## src/rtl/id_stream_gen.sv

```systemverilog
// Identifier stream generator: emits letters, digits and a space separator over a
// valid/ready handshake, with a per-character prediction of the detector's output.
module id_stream_gen #(
    parameter int LEN_W = 4
) (
    input  logic             clk,
    input  logic             reset,
    input  logic             start,
    input  logic [LEN_W-1:0] n_alpha,
    input  logic [LEN_W-1:0] n_digit,
    input  logic             upper,
    output logic [7:0]       char,
    output logic             char_valid,
    input  logic             char_ready,
    output logic             match,
    output logic             busy,
    output logic             done
);

    typedef enum logic [1:0] {IDLE, ALPHA, DIGIT, SEP} state_t;

    localparam logic [LEN_W-1:0] ONE = LEN_W'(1);

    state_t           state, state_nxt;
    logic [LEN_W-1:0] na_q, nd_q, cnt;
    logic             up_q;
    logic [4:0]       letter_idx;
    logic [3:0]       digit_idx;
    logic [7:0]       char_cur, char_last;
    logic             xfer, cnt_last;

    function automatic logic [7:0] glyph(input state_t s, input logic up,
                                         input logic [4:0] li, input logic [3:0] di);
        case (s)
            ALPHA:   glyph = (up ? 8'h41 : 8'h61) + {3'b000, li};
            DIGIT:   glyph = 8'h30 + {4'b0000, di};
            default: glyph = 8'h20;
        endcase
    endfunction

    assign char_cur = glyph(state, up_q, letter_idx, digit_idx);
    assign xfer     = char_valid && char_ready;
    // cnt counts transfers within the current run; comparing against n-1 keeps it below 2^LEN_W-1
    assign cnt_last = (state == ALPHA) ? (cnt == na_q - ONE) : (cnt == nd_q - ONE);

    always_ff @(posedge clk) begin
        if (reset) begin
            state      <= IDLE;
            cnt        <= '0;
            letter_idx <= '0;
            digit_idx  <= '0;
            char_last  <= 8'h00;
            done       <= 1'b0;
        end else begin
            state <= state_nxt;
            done  <= (state == SEP) && xfer;
            if (state != IDLE)
                char_last <= char_cur;
            case (state)
                IDLE: if (start) begin
                    na_q       <= n_alpha;
                    nd_q       <= n_digit;
                    up_q       <= upper;
                    cnt        <= '0;
                    letter_idx <= '0;
                    digit_idx  <= '0;
                end
                ALPHA: if (xfer) begin
                    letter_idx <= (letter_idx == 5'd25) ? 5'd0 : letter_idx + 5'd1;
                    cnt        <= cnt_last ? '0 : cnt + ONE;
                end
                DIGIT: if (xfer) begin
                    digit_idx <= (digit_idx == 4'd9) ? 4'd0 : digit_idx + 4'd1;
                    cnt       <= cnt_last ? '0 : cnt + ONE;
                end
                default: ;
            endcase
        end
    end

    always_comb begin
        state_nxt = state;
        case (state)
            IDLE: if (start) begin
                if (n_alpha != '0)      state_nxt = ALPHA;
                else if (n_digit != '0) state_nxt = DIGIT;
                else                    state_nxt = SEP;
            end
            ALPHA: if (xfer && cnt_last)
                state_nxt = (nd_q != '0) ? DIGIT : SEP;
            DIGIT: if (xfer && cnt_last)
                state_nxt = SEP;
            SEP: if (xfer)
                state_nxt = IDLE;
            default: state_nxt = IDLE;
        endcase
    end

    // In IDLE the last emitted character stays on char
    always_comb begin
        char_valid = (state != IDLE);
        busy       = (state != IDLE);
        match      = (state == DIGIT) && (na_q != '0);
        char       = (state == IDLE) ? char_last : char_cur;
    end

endmodule
```

## config.mk

```make
export PLATFORM = sky130hd
export DESIGN_NAME = id_stream_gen
export DESIGN_NICKNAME = d
export VERILOG_FILES = /design/src/rtl/id_stream_gen.sv
export SDC_FILE = /design/constraint.sdc
export NUM_CORES = 1
export LEC_CHECK = 0
export BUFFER_PORTS_ARGS = -buffer_cell sky130_fd_sc_hd__buf_2
export CAP_MARGIN = 20
export CELL_PAD_IN_SITES_DETAIL_PLACEMENT = 1
export CELL_PAD_IN_SITES_GLOBAL_PLACEMENT = 1
export CORE_UTILIZATION = 43
export DETAILED_ROUTE_END_ITERATION = 16
export GPL_ROUTABILITY_DRIVEN = 0
export GPL_TIMING_DRIVEN = 0
export PLACE_DENSITY = 0.8
export SYNTH_ARGS = -nofsm -noshare
export SYNTH_HDL_FRONTEND = slang
export SYNTH_SLANG_ARGS = --single-unit
```

## constraint.sdc

```tcl
create_clock -name clk -period 2.89 [get_ports clk]
set_clock_uncertainty 0.2 [all_clocks]
set_input_delay 0.289 -clock clk [delete_from_list [all_inputs] [get_ports clk]]
set_output_delay 0.289 -clock clk [all_outputs]
set_load 0.03 [all_outputs]
```

**Yosys cells after proc, flatten, opt, wreduce, memory -nomap -nowiden**

Cells that the tools add are included.

- Register bits: 33
- Word-level logic and storage cells: 73
- Output and inout port bits: 12
- Input port bits: 13

- Mux-type cells: 23
- Equality and inequality tests: 14
- Bitwise gates (word level): 1
- Reductions and logical operators: 19
- Add/subtract/negate cells: 7

Operators by type and width:

| cell | count |
|---|---|
| 2-to-1 mux 4 bit | 5 |
| case mux 4 bit (2 select lines) | 2 |
| case mux 8 bit (2 select lines) | 1 |
| nonzero test 4 bit | 4 |
| 2-to-1 mux 5 bit | 3 |
| AND reduction 3 bit | 4 |
| 2-to-1 mux 2 bit | 5 |
| inequality test 2 bit, second input constant | 5 |
| case mux 5 bit (2 select lines) | 1 |
| adder 4 x 1 -> 4 bit, second input constant | 2 |
| adder 7 x 5 -> 8 bit | 1 |
| == test 4 bit | 2 |
| 2-to-1 mux 8 bit | 1 |
| case mux 2 bit (4 select lines) | 1 |
| nonzero test 2 bit | 4 |
| subtractor 4 x 1 -> 4 bit, second input constant | 2 |
| adder 6 x 4 -> 7 bit, first input constant | 1 |
| 2-to-1 mux 6 bit | 1 |
| adder 5 x 1 -> 5 bit, second input constant | 1 |
| == test 5 bit, second input constant | 1 |
| == test 2 bit, second input constant | 2 |
| == test 4 bit, second input constant | 1 |
| logical AND 1 bit | 4 |
| inequality test 2 x 1 -> 1 bit, second input constant | 2 |
| other kinds (6) | 8 |

**Depth between registers and ports, before layout**

- Word-level depth: 6
- Depth in mapped cells: 9
- Gate-level depth less buffers: 8

**Least setup slack after synthesis**

No wires, ideal clock.

- Path kind: register to output
- Start: register state[1]
- End: output char[4]
- Arrival: 1.750 ns
- Stages on the path, launching flop included: 8
- Data required time: 2.401 ns
- Buffers on the path: 1
- Setup slack: 0.651 ns
- Cell sequence: dfxtp_1 > inv_1 > ha_1 > buf_6 > inv_1 > nor2_1 > o21ai_0 > o21ai_0

- Longest elaborated chain between the ends: 3
- Elaborated cells between the ends (all ways): 5
- Those cells by class: eq/ne: 2; mux: 2; reduce/logical: 1

Ends and longest elaborated chain:

| item | line | RTL |
|---|---|---|
| start, declared | 24 | `state_t state, state_nxt;` |
| start signal, assigned | 55 | `state <= state_nxt;` |
| == test 2 bit / == test 2 x 1 -> 1 bit (equally long branches) | 34 | `case (s)` |
| case mux 8 bit (2 select lines) | 34 |  |
| 2-to-1 mux 8 bit (*) | 104 | `char = (state == IDLE) ? char_last : char_cur;` |
| end, declared | 12 | `output logic [7:0] char,` |

Mark *: on every way between the ends. The rest lies on a longest branch, timed or not.

**Worst setup path in the final report**

- Start: register state[0]
- End: register na_q[1] (enable)

- Longest elaborated chain between the ends: 2

Ends and longest elaborated chain:

| item | line | RTL |
|---|---|---|
| logical NOT 2 bit | 59 | `case (state)` |
| AND reduction 3 bit (no line) | - |  |
| end signal, assigned | 61 | `na_q <= n_alpha;` |
| end, declared | 25 | `logic [LEN_W-1:0] na_q, nd_q, cnt;` |

No other way between the ends.
A chain may end at the register's enable or synchronous reset.

==> key figures <==
Worst setup path
  – Crit end category: register
  – R2R cell count: 6
  – Slowest stage delay, CP: 0.65 ns
  – Critical Path Start: state[0]$_SDFFE_PP0P_
  – End of the critical path: na_q[1]$_DFFE_PP_
  – Flop2flop setup slack: 0.27 ns
  – Reg2Reg Launch Point: state[0]$_SDFFE_PP0P_
  – Critical path peak fanout: 10
  – Worst path cell trace: inv_1 -> ha_1 -> clkbuf_8 -> clkbuf_1 -> nand2_1 -> nor2_1
  – WS Path Type: reg2reg
  – CP Data Arrival Time: 2.34 ns
  – Crit-path slowest cell: nor2_1
  – Crit Reg-Reg Endpoint: na_q[1]$_DFFE_PP_
  – Required time worst endpoint: 2.61 ns
  – Crit start category: register

Clock network
  – Cts bufs inserted: 5
  – Largest buffer count on any clock path: 2
  – Clk_lat worst skew: 0.29 ns
  – Clock tree from TritonCTS: built
  – Post-CTS Setup Bufs: 0
  – Root buffer cell: clkbuf_8
  – H-tree depth: 2
  – Resize count post-CTS: 0
  – Post-CTS Hold Fix Bufs: 9
  – CTS Sinks: 33
  – Clk slew on worst S/H paths: 0.07 ns

Drt
  – Drt pass-1 iters: 4
  – Drt drc: 0
  – Total vias in the final route: 1643
  – Drt total wl: 4990 um
  – Vias per cell: 5.81
  – Avg WL per Cell: 17.6 um
  – Iteration-0 DRC Markers: 39
  – Post-route ant nets: 0

Finish
  – Layout cells sized above 1: 18.0%
  – Final #Nets: 254
  – Filler cells: 474
  – Seq. cell area: 751 um^2
  – Final Util: 53.8%
  – Final Cell Area: 2170 um^2
  – N_diodes: 0
  – P&R area growth vs syn: 20.1%
  – Area of the multi-input gates: 960 um^2

GRT
  – Total grt overflow: 0
  – GR peak layer: met2
  – Met1 usage: 28.3%
  – Largest net degree at the start of global routing: 11
  – Global-route track usage on met2: 46.0%
  – First-pass GRT wire length: 8250 um
  – GR Util met3: 6.85%
  – Vias in the first global route: 1761
  – Initial antenna violation count: 0
  – Total GRT Usage: 25.5%

Floorplan
  – DIE HEIGHT: 66.8 um
  – Die width: 66.8 um
  – Die area: 4460 um^2
  – Core footprint: 4030 um^2
  – Initial Util: 44.8%
  – Rows: 23
  – I/O pin count: 25

Synth
  – Syn Nets: 214
  – Synthesized area: 1810 um^2
  – Synthesized flop and latch total: 33
  – Area leader, netlist: dfxtp_1
  – Ys flop type: dfxtp_1
  – Synth top cells by count: 24 x dfxtp_1, 20 x nor2_1, 18 x nand2_1, 12 x o21ai_0
  – Mean Syn Cell Area: 9.40 um^2
  – Register area share after synthesis: 41.6%
  – Post-synth top area share: 26.6%
  – Asr flop ratio synth: 0%
  – Post-synthesis cell count: 192
  – Post-synthesis cell type count: 49
  – EDFF count, synth: 9
  – Top-count cell post-synth: dfxtp_1
  – Synthesis warning total: 0
  – Largest cells by area after synthesis: dfxtp_1 27%, edfxtp_1 15%, ha_1 6.2%

Hold path
  – Worst min-delay path class: in2reg

Power
  – Peak supply drop: 0.000277 V
  – Power Density: 730 nW/um^2
  – P_leak: 0.000838 uW

Placement
  – DP HPWL: 3690 um
  – Port-buffer cells: 24
  – Area post-placement: 1990 um^2

Timing
  – Tmin final: 2.62 ns
  – Slew @ Worst Pin: 0.822 ns
  – Final TNS setup: 0 ns
  – Final Hold Fails: 0
  – Max Clock Freq: 0.382 GHz
  – Headroom to the max-slew limit: 45.0%
  – Slew Viols, Final: 0
  – RSZ-0062 raised after global routing: no
  – Count of final setup violators: 0
  – Crit share post-route: 90.6%

Run
  – Max-Cap Viols: 0

Status
  – Status: complete, no violations
through the flow:
step | setup slack (ns) | power (uW) | hold slack, ns | instances
floorplan | 0.651 | 1030 | 0.161 | 192
detailed placement | 0.292 | 1210 | 0.268 | 266
global placement | 0.443 | 1170 | 0.265 | 266
finish | 0.271 | 1580 | 0.103 | 283
global route | 0.0466 | 1670 | 0.108 | 283
CTS | 0.281 | 1590 | 0.0960 | 283
critical path: cells and delay by family, from the launching register on:
| family | cells | cell delay [ns] |
|---|---|---|
| adder cells (fa/ha/maj) | 1 | 0.20 |
| AND/OR/NAND/NOR | 2 | 0.77 |
| flip-flops | 1 | 0.34 |
| buffers and inverters | 3 | 0.73 |
placed cells by master, fill, tap and decap left out, types with 4 or more instances in the layout:
cell and n:
a21oi_1 7, xnor2_1 5, edfxtp_1 9, mux2i_1 4
dlygate4sd3_1 9, and3_1 4, clkbuf_8 8, nand2_1 18
ha_1 9, o21ai_0 12, nor2_1 20, nor2b_1 8
inv_1 9, clkbuf_1 6, nand3_1 5, dfxtp_1 24
nor4_1 4, buf_2 24
kinds of logic (layout without fill, tap and decap cells):
group	after synthesis	in the layout	synth area share, %
simple gates	76	76	22.1
xor+xnor	6	6	2.91
mux	7	7	4.23
buf+inv	17	58	5.27
fa+ha+maj	9	9	6.24
compound gates	44	44	17.7
flops	33	33	41.6
state kept, by name, indices dropped and copies added, names as in the netlist:
signal      flops
na_q            4
char_last       8
nd_q            4
done            1
state           2
letter_idx      5
cnt             4
up_q            1
digit_idx       4
layer usage:
layer  vias up  share of wire (%)
met5         -                  0
met4         0                1.6
met3         9                3.9
met2        33                 51
met1       814                 43
li1        787                  -
power breakdown:
| part | internal [uW] | switching [uW] | total [uW] |
|---|---|---|---|
| combinational | 241 | 434 | 676 |
| sequential | 512 | 25.6 | 538 |
| clock | 194 | 175 | 370 |
worst min path at each step:
stage	from	endpoint	slack, ns	cells after the start
6_report	char_ready	done$_SDFF_PP0_	0.10	2
3_3_place_gp	upper	up_q$_DFFE_PP_	0.26	1
4_1_cts	char_ready	done$_SDFF_PP0_	0.1	2
5_1_grt	reset	char_last[2]$_SDFFE_PP0N_	0.11	2
3_5_place_dp	upper	up_q$_DFFE_PP_	0.27	1
2_1_floorplan	reset	char_last[0]$_SDFFE_PP0N_	0.16	1
layout make-up:
class                      instances  share of cell area, %
sequential                        33                   34.6
timing repair buffer              33                   9.69
inverter                           9                   1.56
multi-input combinational        142                   44.3
buffer                             8                   2.83
tap                               50                   2.89
clock buffer                       8                   4.15
No activity file was read; power rests on OpenSTA's default activity.
